## src/rtl/ram_bist_ctrl.sv

```systemverilog
`default_nettype none
// ==========================================================================
// ram_bist_ctrl : fill/read-back self-test sequencer for a single-port RAM
// Revision 1.0
// ==========================================================================
module ram_bist_ctrl #(
  parameter int ADDR_WIDTH = 5,
  parameter int DATA_WIDTH = 8,
  parameter int RD_LATENCY = 1
) (
  input  logic                  clk,
  input  logic                  rst_n,
  input  logic                  start,
  input  logic                  abort,
  input  logic [DATA_WIDTH-1:0] seed,
  output logic [ADDR_WIDTH-1:0] ram_addr,
  output logic [DATA_WIDTH-1:0] ram_wr_data,
  output logic                  ram_wr_en,
  input  logic [DATA_WIDTH-1:0] ram_rd_data,
  output logic                  busy,
  output logic                  done,
  output logic                  pass,
  output logic [ADDR_WIDTH:0]   err_cnt,
  output logic                  first_err_valid,
  output logic [ADDR_WIDTH-1:0] first_err_addr
);

  typedef enum logic [2:0] {
    ST_IDLE  = 3'd0,
    ST_WRITE = 3'd1,
    ST_READ  = 3'd2,
    ST_DRAIN = 3'd3,
    ST_DONE  = 3'd4
  } state_t;

  localparam logic [ADDR_WIDTH-1:0] C_ADDR_MAX   = '1;
  localparam logic [ADDR_WIDTH:0]   C_ERR_MAX    = '1;
  localparam logic [1:0]            C_DRAIN_LAST = 2'(RD_LATENCY - 1);

  state_t                  state_q, state_d;
  logic [ADDR_WIDTH-1:0]   addr_q, addr_d;
  logic [DATA_WIDTH-1:0]   wr_data_q, wr_data_d;
  logic                    wr_en_q, wr_en_d;
  logic                    busy_q, busy_d;
  logic                    done_q, done_d;
  logic                    pass_q, pass_d;
  logic [ADDR_WIDTH:0]     err_cnt_q, err_cnt_d;
  logic                    fev_q, fev_d;
  logic [ADDR_WIDTH-1:0]   fea_q, fea_d;
  logic [DATA_WIDTH-1:0]   seed_q, seed_d;
  logic [DATA_WIDTH-1:0]   exp_q, exp_d;
  logic [1:0]              drain_q, drain_d;

  // Compare pipeline: stage RD_LATENCY-1 lines up with ram_rd_data.
  logic [RD_LATENCY-1:0]                 pv_q, pv_d;
  logic [RD_LATENCY-1:0][ADDR_WIDTH-1:0] pa_q, pa_d;
  logic [RD_LATENCY-1:0][DATA_WIDTH-1:0] pe_q, pe_d;

  logic push;
  logic head_mismatch;

  assign head_mismatch = pv_q[RD_LATENCY-1] && (ram_rd_data != pe_q[RD_LATENCY-1]);

  always_comb begin
    state_d   = state_q;
    addr_d    = addr_q;
    wr_data_d = wr_data_q;
    pass_d    = pass_q;
    err_cnt_d = err_cnt_q;
    fev_d     = fev_q;
    fea_d     = fea_q;
    seed_d    = seed_q;
    exp_d     = exp_q;
    drain_d   = drain_q;
    push      = 1'b0;

    if (abort) begin
      state_d = ST_IDLE;
    end else begin
      if (head_mismatch) begin
        if (err_cnt_q != C_ERR_MAX) err_cnt_d = err_cnt_q + 1'b1;
        if (!fev_q) begin
          fev_d = 1'b1;
          fea_d = pa_q[RD_LATENCY-1];
        end
      end
      case (state_q)
        ST_IDLE: begin
          if (start) begin
            seed_d    = seed;
            err_cnt_d = '0;
            fev_d     = 1'b0;
            fea_d     = '0;
            pass_d    = 1'b0;
            addr_d    = '0;
            wr_data_d = seed;
            state_d   = ST_WRITE;
          end
        end
        ST_WRITE: begin
          // Within the fill the pattern advances by one per address, so the
          // data register simply increments alongside the counter.
          if (addr_q == C_ADDR_MAX) begin
            addr_d  = '0;
            exp_d   = seed_q;
            state_d = ST_READ;
          end else begin
            addr_d    = addr_q + 1'b1;
            wr_data_d = wr_data_q + 1'b1;
          end
        end
        ST_READ: begin
          push  = 1'b1;
          exp_d = exp_q + 1'b1;
          if (addr_q == C_ADDR_MAX) begin
            drain_d = '0;
            state_d = ST_DRAIN;
          end else begin
            addr_d = addr_q + 1'b1;
          end
        end
        ST_DRAIN: begin
          if (drain_q == C_DRAIN_LAST) begin
            pass_d  = (err_cnt_d == '0);
            state_d = ST_DONE;
          end else begin
            drain_d = drain_q + 2'd1;
          end
        end
        ST_DONE: state_d = ST_IDLE;
        default: state_d = ST_IDLE;
      endcase
    end

    pv_d    = '0;
    pa_d    = '0;
    pe_d    = '0;
    pv_d[0] = push;
    pa_d[0] = addr_q;
    pe_d[0] = exp_q;
    for (int i = 1; i < RD_LATENCY; i++) begin
      pv_d[i] = pv_q[i-1];
      pa_d[i] = pa_q[i-1];
      pe_d[i] = pe_q[i-1];
    end
    if (abort) pv_d = '0;

    wr_en_d = (state_d == ST_WRITE);
    busy_d  = (state_d != ST_IDLE);
    done_d  = (state_d == ST_DONE);
  end

  always_ff @(posedge clk or negedge rst_n) begin
    if (!rst_n) begin
      state_q   <= ST_IDLE;
      addr_q    <= '0;
      wr_data_q <= '0;
      wr_en_q   <= 1'b0;
      busy_q    <= 1'b0;
      done_q    <= 1'b0;
      pass_q    <= 1'b0;
      err_cnt_q <= '0;
      fev_q     <= 1'b0;
      fea_q     <= '0;
      seed_q    <= '0;
      exp_q     <= '0;
      drain_q   <= '0;
      pv_q      <= '0;
      pa_q      <= '0;
      pe_q      <= '0;
    end else begin
      state_q   <= state_d;
      addr_q    <= addr_d;
      wr_data_q <= wr_data_d;
      wr_en_q   <= wr_en_d;
      busy_q    <= busy_d;
      done_q    <= done_d;
      pass_q    <= pass_d;
      err_cnt_q <= err_cnt_d;
      fev_q     <= fev_d;
      fea_q     <= fea_d;
      seed_q    <= seed_d;
      exp_q     <= exp_d;
      drain_q   <= drain_d;
      pv_q      <= pv_d;
      pa_q      <= pa_d;
      pe_q      <= pe_d;
    end
  end

  assign ram_addr        = addr_q;
  assign ram_wr_data     = wr_data_q;
  assign ram_wr_en       = wr_en_q;
  assign busy            = busy_q;
  assign done            = done_q;
  assign pass            = pass_q;
  assign err_cnt         = err_cnt_q;
  assign first_err_valid = fev_q;
  assign first_err_addr  = fea_q;

endmodule
`default_nettype wire

```

## config.mk

```make
export PLATFORM = sky130hd
export DESIGN_NAME = ram_bist_ctrl
export DESIGN_NICKNAME = d
export VERILOG_FILES = /design/src/rtl/ram_bist_ctrl.sv
export SDC_FILE = /design/constraint.sdc
export NUM_CORES = 1
export LEC_CHECK = 0
export ABC_AREA = 1
export BUFFER_PORTS_ARGS = -buffer_cell sky130_fd_sc_hd__buf_4
export CAP_MARGIN = 20
export CORE_ASPECT_RATIO = 1.1
export CORE_MARGIN = 3
export CORE_UTILIZATION = 49
export DETAILED_ROUTE_END_ITERATION = 10
export PLACE_DENSITY = 0.7
export SLEW_MARGIN = 40
export SYNTH_ARGS = -nofsm -noshare
export SYNTH_HDL_FRONTEND = slang
export SYNTH_SLANG_ARGS = --single-unit
```

## constraint.sdc

```tcl
create_clock -name clk -period 4.25 [get_ports clk]
set_input_delay 0.2125 -clock clk [delete_from_list [all_inputs] [get_ports clk]]
set_output_delay 0.2125 -clock clk [all_outputs]
set_load 0.01 [all_outputs]
```

**After elaboration in Yosys (flattened, before gate mapping)**

Cells that the tools add are included.

- Bits in registers: 64
- Logic and storage cells: 88
- Output and inout bits: 29
- Input port bits: 20

- Muxes and demuxes: 35
- Add/subtract/negate cells: 5
- Bitwise operators: 1
- Equality and inequality tests: 15
- Reductions and logical operators: 16

Operator list:

| cell | count |
|---|---|
| 5-bit 2-to-1 mux | 7 |
| 8-bit case mux with 2 select lines | 2 |
| 6-bit 2-to-1 mux | 5 |
| 8-bit 2-to-1 mux | 3 |
| 8-bit by 1-bit adder with 8-bit output (second input constant) | 2 |
| 4-bit AND reduction | 4 |
| 3-bit 2-to-1 mux | 5 |
| 5-bit case mux with 3 select lines | 1 |
| 2-bit != test (second input constant) | 7 |
| 3-bit case mux with 4 select lines | 1 |
| 8-bit != test | 1 |
| 2-bit nonzero test | 4 |
| 1-bit 2-to-1 mux | 7 |
| 6-bit by 1-bit adder with 6-bit output (second input constant) | 1 |
| 3-bit by 1-bit == test with 1-bit output (second input constant) | 2 |
| 3-bit by 2-bit == test with 1-bit output (second input constant) | 2 |
| 6-bit zero test | 1 |
| 6-bit != test (second input constant) | 1 |
| 3-bit AND reduction | 2 |
| 3-bit nonzero test | 2 |
| 5-bit by 1-bit adder with 5-bit output (second input constant) | 1 |
| 5-bit == test (second input constant) | 1 |
| 2-bit 2-to-1 mux | 2 |
| 2-bit case mux with 2 select lines | 1 |
| other kinds (7) | 7 |

**Longest topological paths before layout**

Gate-level depths: netlist (run 1).

- Depth in word-level cells: 7
- Depth in mapped cells: 13
- Depth with buffers taken out: 13

**Worst setup path after synthesis (run 1)**

Ideal clock, no wire load.

- Path type: register to register
- Start: register addr_q[0], in the netlist ram_addr[0]
- End: register exp_q[5]
- Clock period less this slack: 1.731 ns
- Setup slack: 2.519 ns
- Buffers on the path: 1
- Arrival time: 1.604 ns
- Data required time: 4.123 ns
- Cell stages (with the launch flop): 12
- Library setup time: 0.127 ns
- Cells stage by stage: dfrtp_1 -> ha_1 -> nand2_1 -> nor2_1 -> ha_1 -> inv_1 -> nor2_2 -> o21ai_2 -> inv_2 -> buf_6 -> o211ai_1 -> o21ai_1

- Cells in the longest elaborated chain, start to end: 3

RTL lines:

| item | line | RTL |
|---|---|---|
| from (decl) | 41 | `logic [ADDR_WIDTH-1:0] addr_q, addr_d;` |
| from (signal assigned) | 173 | `addr_q <= addr_d;` |
| 5-bit == test | 103 | `if (addr_q == C_ADDR_MAX) begin` |
| 2-bit != test (no line) | n/a |  |
| 3-bit AND reduction (no line) | n/a |  |
| to (signal assigned) | 183 | `exp_q <= exp_d;` |
| to (decl) | 51 | `logic [DATA_WIDTH-1:0] exp_q, exp_d;` |

No other way between the ends.
A chain may end at the register's enable or synchronous reset.

**Worst setup path after layout (run 1)**

- Start: register addr_q[0], in the netlist ram_addr[0]
- End: register exp_q[7]

The elaborated chain is that of the path after synthesis.

==> results.txt, run 1 <==
The first global-routing pass estimated 11430 um of wire. The critical path is of the flop to flop type. The required time of the critical path is 4460 ps, and the count of placed standard cells in the final layout, fillers left out is 537. On the critical path, the stage with the largest delay is an instance of sky130_fd_sc_hd__dfrtp_1.

The clock slew at the register clock pins of the worst setup and hold paths came out at 70 ps. The number of nets in the synthesized netlist is 427. For this design the total switching power over the nets is 0.0003505 W. Across the VDD grid, the largest voltage drop is 0.2259 mV. The first detailed-routing pass took 4 iterations. The path with the worst hold slack has its endpoint at pv_q. Switching power as a share of total power: 24.44%. The core region is 6269 sq um. Of the total power, registers draw 47.7%. For the final routed database, the setup TNS stands at 0 ps. The share of the synthesized netlist area taken by xor and xnor gates works out to 1.639%. OpenSTA, run right after detailed placement, puts the worst setup slack at 2354 ps. The startpoint identified for the worst register-to-register timing path is ram_addr[0].

The internal power of the cells totals 0.001084 W. For the final hold violation count, the log shows 0. TritonCTS built the clock tree. The logs give 0.8276 for the routability congestion estimate and 3611 sq um for the post-placement cell area. The count of buffers added on input and output ports is 48. The number of flip-flops and latches in the synthesized netlist is 64.

The share of synthesized cell area in and, or, nand and nor gates is 23.41%. Power density over the cells: 373.1 nW/um^2. The tool flagged a number of max-cap violations equal to 0. The average instance in the mapped netlist occupies 7.997 sq um. The number of top-level design ports is 49.

The fraction of layout cells with a size suffix above 1 was 18.82%; the total number of H-tree levels was 3. For the number of buffers on the longest clock path, the log shows 2. After floorplanning, the core was divided into 30 placement rows. The clock network accounts for 40.0% of the total power. STA classifies the critical path endpoint as a flop. In this run the remaining antenna-violating nets after routing total 0.

The logs give 546 for the number of inserted filler cells in the final layout and 521 for the number of placed cells counting well taps. Measured along the y axis, the die boundary spans 90.85 um. For the number of antenna violations at the first check in global routing, the log shows 0. Global routing used 18.52% of the available tracks across all layers. The setup fix buffers added after clock tree synthesis came out at 0. On the final layout, the worst clock skew is 9.553 ps. Multiplexer cells account for 0% of the synthesized area. The maximum fanout along the worst path is 11, and the area of the die is 7552 sq um. In this run the static leakage power is 1.971 nW. Counting every sink on the clock net gives 64. The max-slew violation count came out at 0. After detailed routing, the number of vias per cell comes to 4.978. The count of vias placed by the detailed router came out at 2673. In this run the tightest slew margin relative to its limit is 60.72%. STA classifies the critical path startpoint as a flop. The tree is rooted in a sky130_fd_sc_hd__clkbuf_8. The tools report the number of warnings issued by yosys as 0. The maximum number of pins on one net before global-route repair came out at 65. The flow ran to the end, and the final reports show no timing, DRC or antenna violations. The final instance area is 3845 sq um, and the via count of the first global-routing pass is 2466. Of the total synthesized cell area, the portion taken by full adders, half adders and majority gates is 2.341%. Once the floorplan was initialized, standard cells occupied 51.16% of the core. The logs give 0 for the total grt overflow and 2308 ps for the slack of the critical path. The signed area change from the synthesized netlist to the final layout is 19.90%, and the internal reg-to-reg setup slack is 2310 ps. The endpoint identified for the worst register-to-register timing path is exp_q[7].

For the worst flop-to-flop path, the logic depth is 10. The tools report the post-detailed-routing wire length as 6571 um. Maximum clock frequency: 0.5150 GHz.

Walking the worst path, the cells encountered are ha_1, nand2_1, nor2_1, ha_1, inv_1, nor2_2, o21ai_2, inv_2, a21oi_1, a21oi_1. The later pin in the worst-skew pair is clocked with a latency of 330 ps. The worst hold path cell count is 2. Yosys mapped the design onto 32 distinct sky130hd cell types.

For the sequential-to-total area share from yosys stat, the log shows 49.94%. The final antenna diode count was 0; the placed wire-length estimate after detailed placement was 4819 um. After the last flow step, the layout net total stands at 479. In this run the most critical hold path is launched from abort. In this run, CTS created clock tree buffers numbering 9. The min-delay analysis places its worst path in the category input port to flop. Setup repair after global routing left no endpoint under its margin. The clock period could shrink to 1942 ps. At the worst endpoint, the arrival time is 2150 ps. The pin slew with the least headroom to its limit came out at 587.0 ps. Post-detailed-route wirelength per cell: 12.24 um. The synthesized cell area was 3207 sq um. From left edge to right edge, the die measures 83.14 um. Summing the areas of all compound-gate instances in the mapped netlist gives 14.01% of the synthesized area.

In the synthesized netlist, the number of instances is 401. The count of routing violations after the opening detailed-route iteration is 174. The period utilization is 45.68%, and the peak per-stage delay on the critical path is 420 ps. In this run, the combinational gates consume 12.3% of the power. Setup violations remaining at the end of the flow were counted as 0.

After detailed routing, the number of remaining DRC violations is 0. By area, the combinational part of the netlist is dominated by simple AND/OR/NAND/NOR gates.
-- layer usage --
metal	routed length [um]	vias up	GRT usage, %
li1	-	1384	-
met1	3202	1229	25.38
met2	3051	58	28.41
met3	275	2	4.562
met4	41	0	6.948
met5	0	-	0
-- through the flow --
stage	hold slack, ps	power [W]	util (%)
6_report	96.21	0.001434	61.34
5_1_grt	96.36	0.001507	61.34
4_1_cts	77.64	0.001450	61.28
3_5_place_dp	352.5	0.0008718	57.60
3_3_place_gp	347.0	0.0008673	57.60
2_1_floorplan	-83.09	0.0007884	-
-- worst max-delay path: cells and delay by family (launching register included) --
kind                       cells  cell delay [ps]
buffers and inverters          2              250
DFF                            1              420
adders and majority gates      2              430
AOI/OAI and AO/OA              3              530
and+or+nand+nor                3              200
-- worst max-delay path by stage --
stage                      from     endpoint  slack, ps
finish              ram_addr[0]     exp_q[7]       2310
global route         state_q[0]    seed_q[2]       2140
CTS                 ram_addr[0]     exp_q[7]       2340
detailed placement  ram_addr[0]     exp_q[7]       2350
global placement    ram_addr[1]  ram_addr[3]       2430
floorplan           ram_addr[0]     exp_q[5]       2520
-- cell usage after synthesis --
cell / number / area, sq um
sky130_fd_sc_hd__nand2_1: 112 / 420.4
sky130_fd_sc_hd__dfrtp_1: 64 / 1602
sky130_fd_sc_hd__inv_1: 49 / 183.9
sky130_fd_sc_hd__nor2_1: 35 / 131.4
sky130_fd_sc_hd__o21ai_0: 26 / 130.1
sky130_fd_sc_hd__a21oi_1: 20 / 100.1
sky130_fd_sc_hd__nand3_1: 20 / 100.1
sky130_fd_sc_hd__o22ai_1: 11 / 68.82
sky130_fd_sc_hd__inv_2: 10 / 37.54
sky130_fd_sc_hd__o21ai_1: 9 / 45.04
sky130_fd_sc_hd__ha_1: 6 / 75.07
sky130_fd_sc_hd__nor2_2: 4 / 25.02
sky130_fd_sc_hd__xnor2_1: 4 / 35.03
sky130_fd_sc_hd__buf_2: 3 / 15.01
sky130_fd_sc_hd__o211ai_1: 3 / 22.52
sky130_fd_sc_hd__a22oi_2: 2 / 25.02
sky130_fd_sc_hd__a31oi_1: 2 / 12.51
sky130_fd_sc_hd__buf_4: 2 / 15.01
sky130_fd_sc_hd__buf_6: 2 / 22.52
sky130_fd_sc_hd__nand2_2: 2 / 12.51
sky130_fd_sc_hd__nand3_2: 2 / 20.02
sky130_fd_sc_hd__nor2_4: 2 / 22.52
sky130_fd_sc_hd__xor2_1: 2 / 17.52
sky130_fd_sc_hd__a211oi_2: 1 / 12.51
sky130_fd_sc_hd__a22oi_1: 1 / 7.510
sky130_fd_sc_hd__clkbuf_1: 1 / 3.750
sky130_fd_sc_hd__nor3_1: 1 / 5.000
sky130_fd_sc_hd__nor3b_1: 1 / 7.510
sky130_fd_sc_hd__nor4_1: 1 / 6.260
sky130_fd_sc_hd__o2111ai_1: 1 / 8.760
sky130_fd_sc_hd__o21a_1: 1 / 7.510
sky130_fd_sc_hd__o21ai_2: 1 / 8.760
-- cells in the final DEF (no fill, tap or decap), drive strengths merged --
cell type,count
dfrtp,64
nor3b,1
dlygate4sd3,1
nor3,1
o211ai,3
bufinv,2
a31oi,2
clkbuf,12
o21ai,36
nor4,1
o22ai,11
inv,59
xnor2,4
a211oi,1
buf,48
nand3,22
xor2,2
a22oi,3
nor2,41
o21a,1
clkinv,1
a21oi,20
ha,6
nand2,114
o2111ai,1
-- power groups by stage --
stage,registers [W],logic [W],clock network [W]
after floorplan,0.000696,0.0000925,0
after global placement,0.000693,0.000175,0
after detailed placement,0.000694,0.000178,0
after CTS,0.000683,0.000179,0.000587
after global routing,0.000690,0.000202,0.000615
final,0.000684,0.000177,0.000574
-- state kept, by name, summed over array words and instances, names as in the netlist, 2 cells and up --
signal	flops
first_err_addr	5
ram_addr	5
drain_q	2
pe_q	8
ram_wr_data	8
seed_q	8
pa_q	5
exp_q	8
err_cnt	6
state_q	3
-- cell type report --
| cell class | count | area (sq um) | share of cell area [%] |
|---|---|---|---|
| sequential | 64 | 1602 | 41.65 |
| inverter | 59 | 221.5 | 5.760 |
| clock buffer | 12 | 155.1 | 4.035 |
| multi-input combinational | 270 | 1328 | 34.53 |
| timing repair buffer | 49 | 374.1 | 9.730 |
| tap | 80 | 100.1 | 2.603 |
| clock inverter | 3 | 65.06 | 1.692 |
-- kinds of logic after synthesis --
kind of cell,Yosys count
AOI/OAI and AO/OA,78
xor gates and xnor gates,6
adders and majority gates,6
buffers and inverters,67
DFF,64
and+or+nand+nor,180
-- what timing repair did --
action	4_1_cts	5_1_grt
hold endpoints to repair	53	0
hold buffers	1	0
gates resized for setup	0	0
Power figures use the tool's default switching activity.
==> inputs of run 2 (changes only) <==
--- a/config.mk
+++ b/config.mk
@@ -12,7 +12,7 @@
 export CORE_MARGIN = 3
 export CORE_UTILIZATION = 49
 export DETAILED_ROUTE_END_ITERATION = 10
-export PLACE_DENSITY = 0.7
+export PLACE_DENSITY = 0.73
 export SLEW_MARGIN = 40
 export SYNTH_ARGS = -nofsm -noshare
 export SYNTH_HDL_FRONTEND = slang
==> constraint.sdc (replaced) <==
create_clock -name clk -period 1.75 [get_ports clk]
set_input_delay 0.0875 -clock clk [delete_from_list [all_inputs] [get_ports clk]]
set_output_delay 0.0875 -clock clk [all_outputs]
set_load 0.01 [all_outputs]
==> run 2 against run 1 <==
Net effect:
- final cell count grew 4.5%
- first-iteration DRC count increased by 5.7%
- sequential power rose by 140%
- core utilization increased by 4.4 points
- via count is 5.5% higher
- total power grew 150%
- combinational power grew to 2.9 times the previous value
- register-to-register slack worse by 2300 ps
- highest routed layer unchanged
- critical endpoint is now exp_q[4]
- clock-buffer cell count increased by 1
- worst setup slack worse by 2300 ps
- largest cell class unchanged
- final area up 7.1%
- non-clock buffer count increased by 22
==> results.txt, run 2 (same netlist as run 1, synthesis figures left out) <==
The run gives 0.003536 W (was 0.001434 W) as the total design power. The first-pass detailed-route iteration total was 4 (unchanged); the maximum clock frequency was 0.5881 GHz (was 0.5150 GHz). The worst setup timing slack at the placement stage was -42.90 ps (was 2354 ps); the clock slew at the register clock pins of the worst setup and hold paths was 70 ps (about the same). The run gives 63.17% (was 60.72%) as the remaining max-slew budget at the tightest pin. The vertical extent of the die works out to 90.85 um (unchanged).

DRC violations left: 0 (unchanged). The routability congestion estimate was 0.8411 (was 0.8276). The count of buffers from port buffering was 48 (unchanged); the worst hold path cell count was 3 (was 2). The number of antenna violations at the first check in global routing was 0 (unchanged).

For the clock latency at the later pin of the worst-skew pair, the log shows 340 ps (was 330 ps). The maximum vdd ir drop came out at 0.5236 mV (was 0.2259 mV). The cell chosen for the clock root is sky130_fd_sc_hd__clkbuf_8 (unchanged). For the number of nets in the final layout, the log shows 502 (was 479). The switching power as a share of total power was 25.08% (was 24.44%). The average via count per standard cell was 5.027 (was 4.978); the count of routing violations after the opening detailed-route iteration was 184 (was 174).

The tools report the met1 global-route usage as 23.54% (was 25.38%). The logs give 0 (unchanged) for the final hold violation count and 520 (was 546) for the number of inserted filler cells in the final layout. The cell with the largest stage delay on the worst path was sky130_fd_sc_hd__dfrtp_1 (unchanged). The clock network power share was 38.8% (was 40.0%). The floorplan core area was 6269 sq um (unchanged).

The category of cells accounting for the largest share of critical-path delay was flip-flops (was compound AO/OA/AOI/OAI gates). The max-slew violation count was 0 (unchanged). The length in cells of the worst reg-to-reg path was 10 (unchanged); the maximum fanout along the worst path was 7 (was 11).

The logs give 0 (unchanged) for the final setup violation count and 3 (unchanged) for the total number of H-tree levels. The portion of total power attributed to sequential cells was 46.8% (was 47.7%); the switching power of the nets was 0.0008869 W (was 0.0003505 W). The total grt overflow was 0 (unchanged). The global routing met3 resource utilization is 4.197% (was 4.562%), and the count of maximum capacitance violations is 0 (unchanged). The global routing's busiest layer was met2 (unchanged). The fraction of layout cells with a size suffix above 1 was 23.28% (was 18.82%); the pin slew with the least headroom to its limit was 552.5 ps (was 587.0 ps).

The run finished with clean final reports. Among the stages of the critical path, the cell type that occurs most often is sky130_fd_sc_hd__ha_2. The worst hold-check path type was input port to flop (unchanged). Area of the die: 7552 sq um (unchanged). The die extent in x came out at 83.14 um (unchanged). The tools report the source of the worst register-to-register timing path as ram_addr[0] (unchanged).

Endpoint type of the worst setup path: a flop (unchanged). Most used cells in the layout excluding fill and tap cells: sky130_fd_sc_hd__nand2_1 (111), sky130_fd_sc_hd__dfrtp_1 (63), sky130_fd_sc_hd__buf_4 (60), sky130_fd_sc_hd__inv_1 (48), sky130_fd_sc_hd__nor2_1 (34) (was sky130_fd_sc_hd__nand2_1 (112), sky130_fd_sc_hd__dfrtp_1 (64), sky130_fd_sc_hd__inv_1 (49), sky130_fd_sc_hd__buf_4 (47), sky130_fd_sc_hd__nor2_1 (35)). The effective utilization at floorplan was 51.16% (unchanged); the peak per-stage delay on the critical path was 390 ps (was 420 ps). Signed area change from the synthesized netlist to the final layout: 28.40% (was 19.90%). The number of nets still failing antenna checks after routing is 0 (unchanged). Cells traversed along the worst timing path: ha_2, nand2_2, nor2_2, ha_2, inv_2, nor2_4, o21ai_4, clkinv_4, buf_6, a22oi_2 (was ha_1, nand2_1, nor2_1, ha_1, inv_1, nor2_2, o21ai_2, inv_2, a21oi_1, a21oi_1). The required time of the critical path came out at 2010 ps (was 4460 ps). Setup repair after global routing could not meet its margin everywhere.

The placed wire-length estimate after detailed placement was 4766 um (was 4819 um). The number of buffers on the longest clock path was 2 (unchanged); the post-detailed-route wirelength per cell was 12.30 um (was 12.24 um). Final critical path time including I/O delays and setup: 1700 ps (was 1942 ps). The tools report the reg-to-reg critical path endpoint as exp_q[4] (was exp_q[7]). The power density over the cells is 858.8 nW/um^2 (was 373.1 nW/um^2). For the slack of the critical path, the log shows 49.65 ps (was 2308 ps). The number of clock sinks came out at 64 (unchanged).

The run gives 0.002649 W (was 0.001084 W) as the internal power summed over all cells. Static leakage: 2.074 nW (was 1.971 nW). The number of buffers and inverters on the critical path works out to 3 (was 2). For the internal reg-to-reg setup slack, the log shows 50 ps (was 2310 ps). Path type of the worst setup path: flop to flop (unchanged). The tools report the sort of element at the start of the critical path as a flop (unchanged). The tools report the wire length of the first global-routing pass as 11060 um (was 11430 um). The final worst clock skew was 5.914 ps (was 9.553 ps); the post-detailed-routing wire length was 6900 um (was 6571 um). The sink of the worst hold path is seed_q[2] (was pv_q). The maximum number of pins on one net before global-route repair is 65 (unchanged).

Combinational cell fraction of total power: 14.4% (was 12.3%). The number of clock buffers inserted by TritonCTS is 9 (unchanged). For the count of vias placed by the detailed router, the log shows 2820 (was 2673). For the number of top-level design ports, the log shows 49 (unchanged). TritonCTS built the clock tree. The count of standard-cell rows is 30 (unchanged).

The total track usage came out at 17.88% (was 18.52%). The via count of the first global-routing pass is 2485 (was 2466). The global-route met2 utilization is 28.41% (unchanged), and the arrival time of the worst setup path is 1960 ps (was 2150 ps). The leading cell type in the layout, fill and taps excluded is sky130_fd_sc_hd__nand2_1 (unchanged). Period utilization: 97.16% (was 45.68%). Final antenna diode count: 0 (unchanged).

Launch instance of the worst min-delay path: seed[2] (was abort).
==> run 2: changes by cell type in the layout (fill, tap and decap cells not counted), moves of 2 or more <==
cell / change
sky130_fd_sc_hd__a21oi_2: +2
sky130_fd_sc_hd__dlygate4sd3_1: +8
sky130_fd_sc_hd__a21oi_1: -2
sky130_fd_sc_hd__ha_2: +2
sky130_fd_sc_hd__o21ai_0: -2
sky130_fd_sc_hd__clkbuf_1: +2
sky130_fd_sc_hd__buf_4: +13
sky130_fd_sc_hd__ha_1: -2
==> run 2: worst register-to-register path: stages, from the launching register on <==
cell	delay (ps)
sky130_fd_sc_hd__dfrtp_1	390
sky130_fd_sc_hd__ha_2	200
sky130_fd_sc_hd__nand2_2	80
sky130_fd_sc_hd__nor2_2	40
sky130_fd_sc_hd__ha_2	180
sky130_fd_sc_hd__inv_2	80
sky130_fd_sc_hd__nor2_4	50
sky130_fd_sc_hd__o21ai_4	210
sky130_fd_sc_hd__clkinv_4	110
sky130_fd_sc_hd__buf_6	150
sky130_fd_sc_hd__a22oi_2	140
==> run 2: layer usage <==
metal	routed length, um	vias up
li1	-	1438
met1	3132	1300
met2	3300	72
met3	360	10
met4	107	0
met5	0	-
==> run 2: area by class of cell <==
class	count	area, sq um	share of cell area, %
clock inverter	3	65.06	1.580
clock buffer	13	148.9	3.616
timing repair inverter	1	6.256	0.1519
sequential	64	1603	38.92
multi-input combinational	270	1398	33.94
inverter	59	234.0	5.682
timing repair buffer	71	563.0	13.67
tap	80	100.1	2.431
==> run 2: metrics by stage <==
stage | hold WS [ps] | cell area (sq um) | std cells | utilization, % | TNS (ps)
final | 76.62 | 4118 | 561 | 65.69 | 0
after global placement | 218.6 | 3686 | 531 | 58.80 | 0
after CTS | 72.74 | 3993 | 556 | 63.69 | 0
after floorplan | -208.1 | 3207 | 401 | - | 0
after global routing | 88.83 | 4118 | 561 | 65.69 | -95.30
after detailed placement | 218.5 | 3686 | 531 | 58.80 | -76.27
==> run 2: power by group through the flow <==
stage | Sequential (W) | Combinational (W) | Clock [W]
final | 0.00165 | 0.000511 | 0.00137
after global routing | 0.00167 | 0.000571 | 0.00146
after CTS | 0.00165 | 0.000488 | 0.00140
after global placement | 0.00167 | 0.000454 | 0
after detailed placement | 0.00167 | 0.000470 | 0
after floorplan | 0.00169 | 0.000225 | 0
==> run 2: how the worst max path moves through the flow <==
| stage | from | end | slack, ps | cells past startpoint |
|---|---|---|---|---|
| detailed placement | ram_addr[0] | ram_wr_data[2] | -40 | 11 |
| global placement | ram_addr[0] | ram_wr_data[2] | 30 | 11 |
| CTS | ram_addr[0] | exp_q[5] | 1 | 10 |
| floorplan | ram_addr[0] | exp_q[5] | 20 | 11 |
| global route | ram_addr[0] | exp_q[4] | -30 | 10 |
| finish | ram_addr[0] | exp_q[4] | 50 | 10 |
==> run 2: repair_timing <==
action                                  4_1_cts  5_1_grt
hold endpoints to repair                     72        0
cloned                                        0        1
endpoints found under the setup margin        3       24
pin swaps                                     0        6
resized for setup                             1       27
hold buffers                                  9        0
setup buffers                                 0        4
==> inputs of run 3 (changes only) <==
--- a/config.mk
+++ b/config.mk
@@ -13,6 +13,7 @@
 export CORE_UTILIZATION = 49
 export DETAILED_ROUTE_END_ITERATION = 10
 export PLACE_DENSITY = 0.73
+export SETUP_SLACK_MARGIN = 0.5
 export SLEW_MARGIN = 40
 export SYNTH_ARGS = -nofsm -noshare
 export SYNTH_HDL_FRONTEND = slang
==> run 3 against run 2 <==
Net effect:
- register-to-register slack improved by 90 ps
- core utilization increased by 5.4 points
- via count rose by 4.7%
- critical path type unchanged
==> results.txt, run 3 (same netlist as run 1, synthesis figures left out) <==
The run finished with clean final reports. The peak per-stage delay on the critical path came out at 380 ps (was 390 ps). For the max-slew violation count, the log shows 0 (unchanged). The reg-to-reg critical path endpoint was ram_addr[2] (was exp_q[4]). Maximum clock frequency: 0.6202 GHz (was 0.5881 GHz).

The final critical path time including I/O delays and setup works out to 1612 ps (was 1700 ps). The leading cell type in the layout, fill and taps excluded was sky130_fd_sc_hd__nand2_1 (unchanged). For the number of nets still failing antenna checks after routing, the log shows 0 (unchanged).

The cell with the largest stage delay on the worst path was sky130_fd_sc_hd__dfrtp_1 (unchanged). The run gives 7939 um (was 6900 um) as the post-detailed-routing wire length. The maximum number of pins on one net before global-route repair was 65 (unchanged).

Required time of the critical path: 2020 ps (was 2010 ps). The routability congestion estimate came out at 0.8318 (was 0.8411). The endpoint of the worst setup timing path is ram_addr[2] (was exp_q[4]). Count of standard-cell rows: 30 (unchanged). The period utilization is 92.13% (was 97.16%).

The average via count per standard cell works out to 5.163 (was 5.027). TritonCTS built the clock tree. Total grt overflow: 0 (unchanged).

The number of clock sinks was 64 (unchanged); the number of antenna violations at the first check in global routing was 0 (unchanged). The run gives 0 (unchanged) as the final setup violation count. The run gives 3 (unchanged) as the total number of H-tree levels. The count of vias placed by the detailed router is 2953 (was 2820). The startpoint of the most critical setup path is ram_addr[0] (unchanged). The post-detailed-route wirelength per cell was 13.88 um (was 12.30 um); the maximum fanout along the worst path was 3 (was 7). For the internal reg-to-reg setup slack, the log shows 140 ps (was 50 ps).

The logs give 12730 um (was 11060 um) for the wire length of the first global-routing pass and 4459 sq um (was 4118 sq um) for the final instance area. The path type of the worst setup path is flop to flop (unchanged). The logs give 4 (unchanged) for the first-pass detailed-route iteration total and 2743 (was 2485) for the via count of the first global-routing pass. For the area of combinational cells with multiple inputs, the log shows 1678 sq um (was 1398 sq um).

The number of clock buffers inserted by TritonCTS was 9 (unchanged). The placed wire-length estimate after detailed placement is 4848 um (was 4766 um), and the die extent in x is 83.14 um (unchanged). Source of the worst register-to-register timing path: ram_addr[0] (unchanged). The tools report the remaining max-slew budget at the tightest pin as 62.79% (was 63.17%). The library cell appearing most often on the critical path is sky130_fd_sc_hd__nand2_2 (was sky130_fd_sc_hd__ha_2). The total track usage came out at 20.69% (was 17.88%). Maximum vdd ir drop: 0.4444 mV (was 0.5236 mV).

The length in cells of the worst reg-to-reg path came out at 10 (unchanged). The tools report the number of inserted filler cells in the final layout as 467 (was 520). The tools report the effective utilization at floorplan as 51.16% (unchanged). The run gives 49 (unchanged) as the number of top-level design ports. The pin slew with the least headroom to its limit was 558.2 ps (was 552.5 ps). The clock slew at the register clock pins of the worst setup and hold paths is 70 ps (about the same), and the DRC violations left is 0 (unchanged). The count of buffers from port buffering was 48 (unchanged). The arrival time of the worst setup path is 1880 ps (was 1960 ps). Worst hold-check path type: input port to flop (unchanged). The clock latency at the later pin of the worst-skew pair is 340 ps (about the same), and the count of routing violations after the opening detailed-route iteration is 131 (was 184). The tools report the number of buffers on the longest clock path as 2 (unchanged).

For the static leakage, the log shows 2.180 nW (was 2.074 nW). The final hold violation count was 0 (unchanged). Setup repair after global routing could not meet its margin everywhere.

Cells traversed along the worst timing path: ha_2, nand2_2, nor2_4, ha_4, buf_4, nor2_2, inv_2, nand2_2, nand2_1, a21oi_2 (was ha_2, nand2_2, nor2_2, ha_2, inv_2, nor2_4, o21ai_4, clkinv_4, buf_6, a22oi_2). The tools report the number of nets in the final layout as 515 (was 502). The total design power came out at 0.003303 W (was 0.003536 W). The vertical extent of the die was 90.85 um (unchanged); the area of all sequential standard cells was 1604 sq um (was 1603 sq um). The tools report the cell chosen for the clock root as sky130_fd_sc_hd__clkbuf_8 (unchanged).

The tools report the sort of element at the start of the critical path as a flop (unchanged). The logs give 8.699 ps (was 5.914 ps) for the final worst clock skew and 7552 sq um (unchanged) for the area of the die. The power density over the cells works out to 740.7 nW/um^2 (was 858.8 nW/um^2). The fraction of layout cells with a size suffix above 1 came out at 36.38% (was 23.28%). The final antenna diode count was 0 (unchanged).

The logs give 3712 sq um (was 3686 sq um) for the post-placement cell area and 0 (unchanged) for the count of maximum capacitance violations. The signed area change from the synthesized netlist to the final layout is 39.06% (was 28.40%). The endpoint type of the worst setup path is a flop (unchanged). Most used cells in the layout excluding fill and tap cells: sky130_fd_sc_hd__nand2_1 (87), sky130_fd_sc_hd__buf_4 (63), sky130_fd_sc_hd__dfrtp_1 (62), sky130_fd_sc_hd__inv_1 (43), sky130_fd_sc_hd__nor2_1 (24) (was sky130_fd_sc_hd__nand2_1 (111), sky130_fd_sc_hd__dfrtp_1 (63), sky130_fd_sc_hd__buf_4 (60), sky130_fd_sc_hd__inv_1 (48), sky130_fd_sc_hd__nor2_1 (34)). The floorplan core area is 6269 sq um (unchanged).
-- run 3: area by class of cell --
type                    count  area share [%]
inverters                  59           5.359
multi-input cells         272           37.63
flip-flops and latches     64           35.97
well taps                  80           2.245
clock buffers              13           3.339
repair inverters            1          0.1964
repair buffers             82           15.15
clock inverters             1          0.1122
-- run 3: critical path: cells and delay by family, from the launching register on --
kind,cells,cell delay [ps]
AO/OA/AOI/OAI,1,130
adder cells (fa/ha/maj),2,370
buffers and inverters,2,220
flip-flops,1,380
AND/OR/NAND/NOR,5,440
-- run 3: power breakdown --
part,switching (W),leakage [nW],total (W),internal (W)
logic,0.000326,1.29,0.000590,0.000264
registers,0.0000860,0.812,0.00166,0.00158
clock network,0.000513,0.0794,0.00105,0.000536
total,0.000925,2.18,0.00330,0.00238
-- run 3: through the flow --
stage / hold WS [ps] / worst slack [ps] / utilization (%) / setup TNS, ps / cells
2_1_floorplan: -208.1 / 38.72 / - / 0 / 401
3_3_place_gp: 216.5 / 77.24 / 59.22 / 0 / 530
3_5_place_dp: 219.8 / -25.42 / 59.22 / -50.78 / 530
4_1_cts: 31.15 / 117.8 / 67.76 / 0 / 569
5_1_grt: 56.76 / 63.81 / 71.14 / 0 / 572
6_report: 39.37 / 137.7 / 71.14 / 0 / 572
-- run 3: layer usage --
layer	track usage, %	share of wire (%)	vias to the layer above
met2	35.09	52	74
met5	0	0	-
li1	-	-	1474
met1	26.21	42	1396
met4	9.401	1.5	0
met3	2.737	4.4	9
-- run 3: how the worst min path moves through the flow --
stage	from	endpoint	slack, ps	cells past startpoint
final	seed[2]	seed_q[2]	40	3
after global routing	seed[2]	seed_q[2]	60	3
after CTS	seed[2]	seed_q[2]	30	3
after detailed placement	rst_n	first_err_addr[2]	220	1
after global placement	rst_n	err_cnt[4]	220	1
after floorplan	rst_n	busy	-210	0
-- run 3: timing repair --
item,4_1_cts,5_1_grt
endpoints found under the hold margin,72,0
gates resized for setup,56,54
setup endpoints to repair,48,48
buffers inserted,12,3
gates cloned,4,0
hold buffers,9,0
pin swaps,21,20
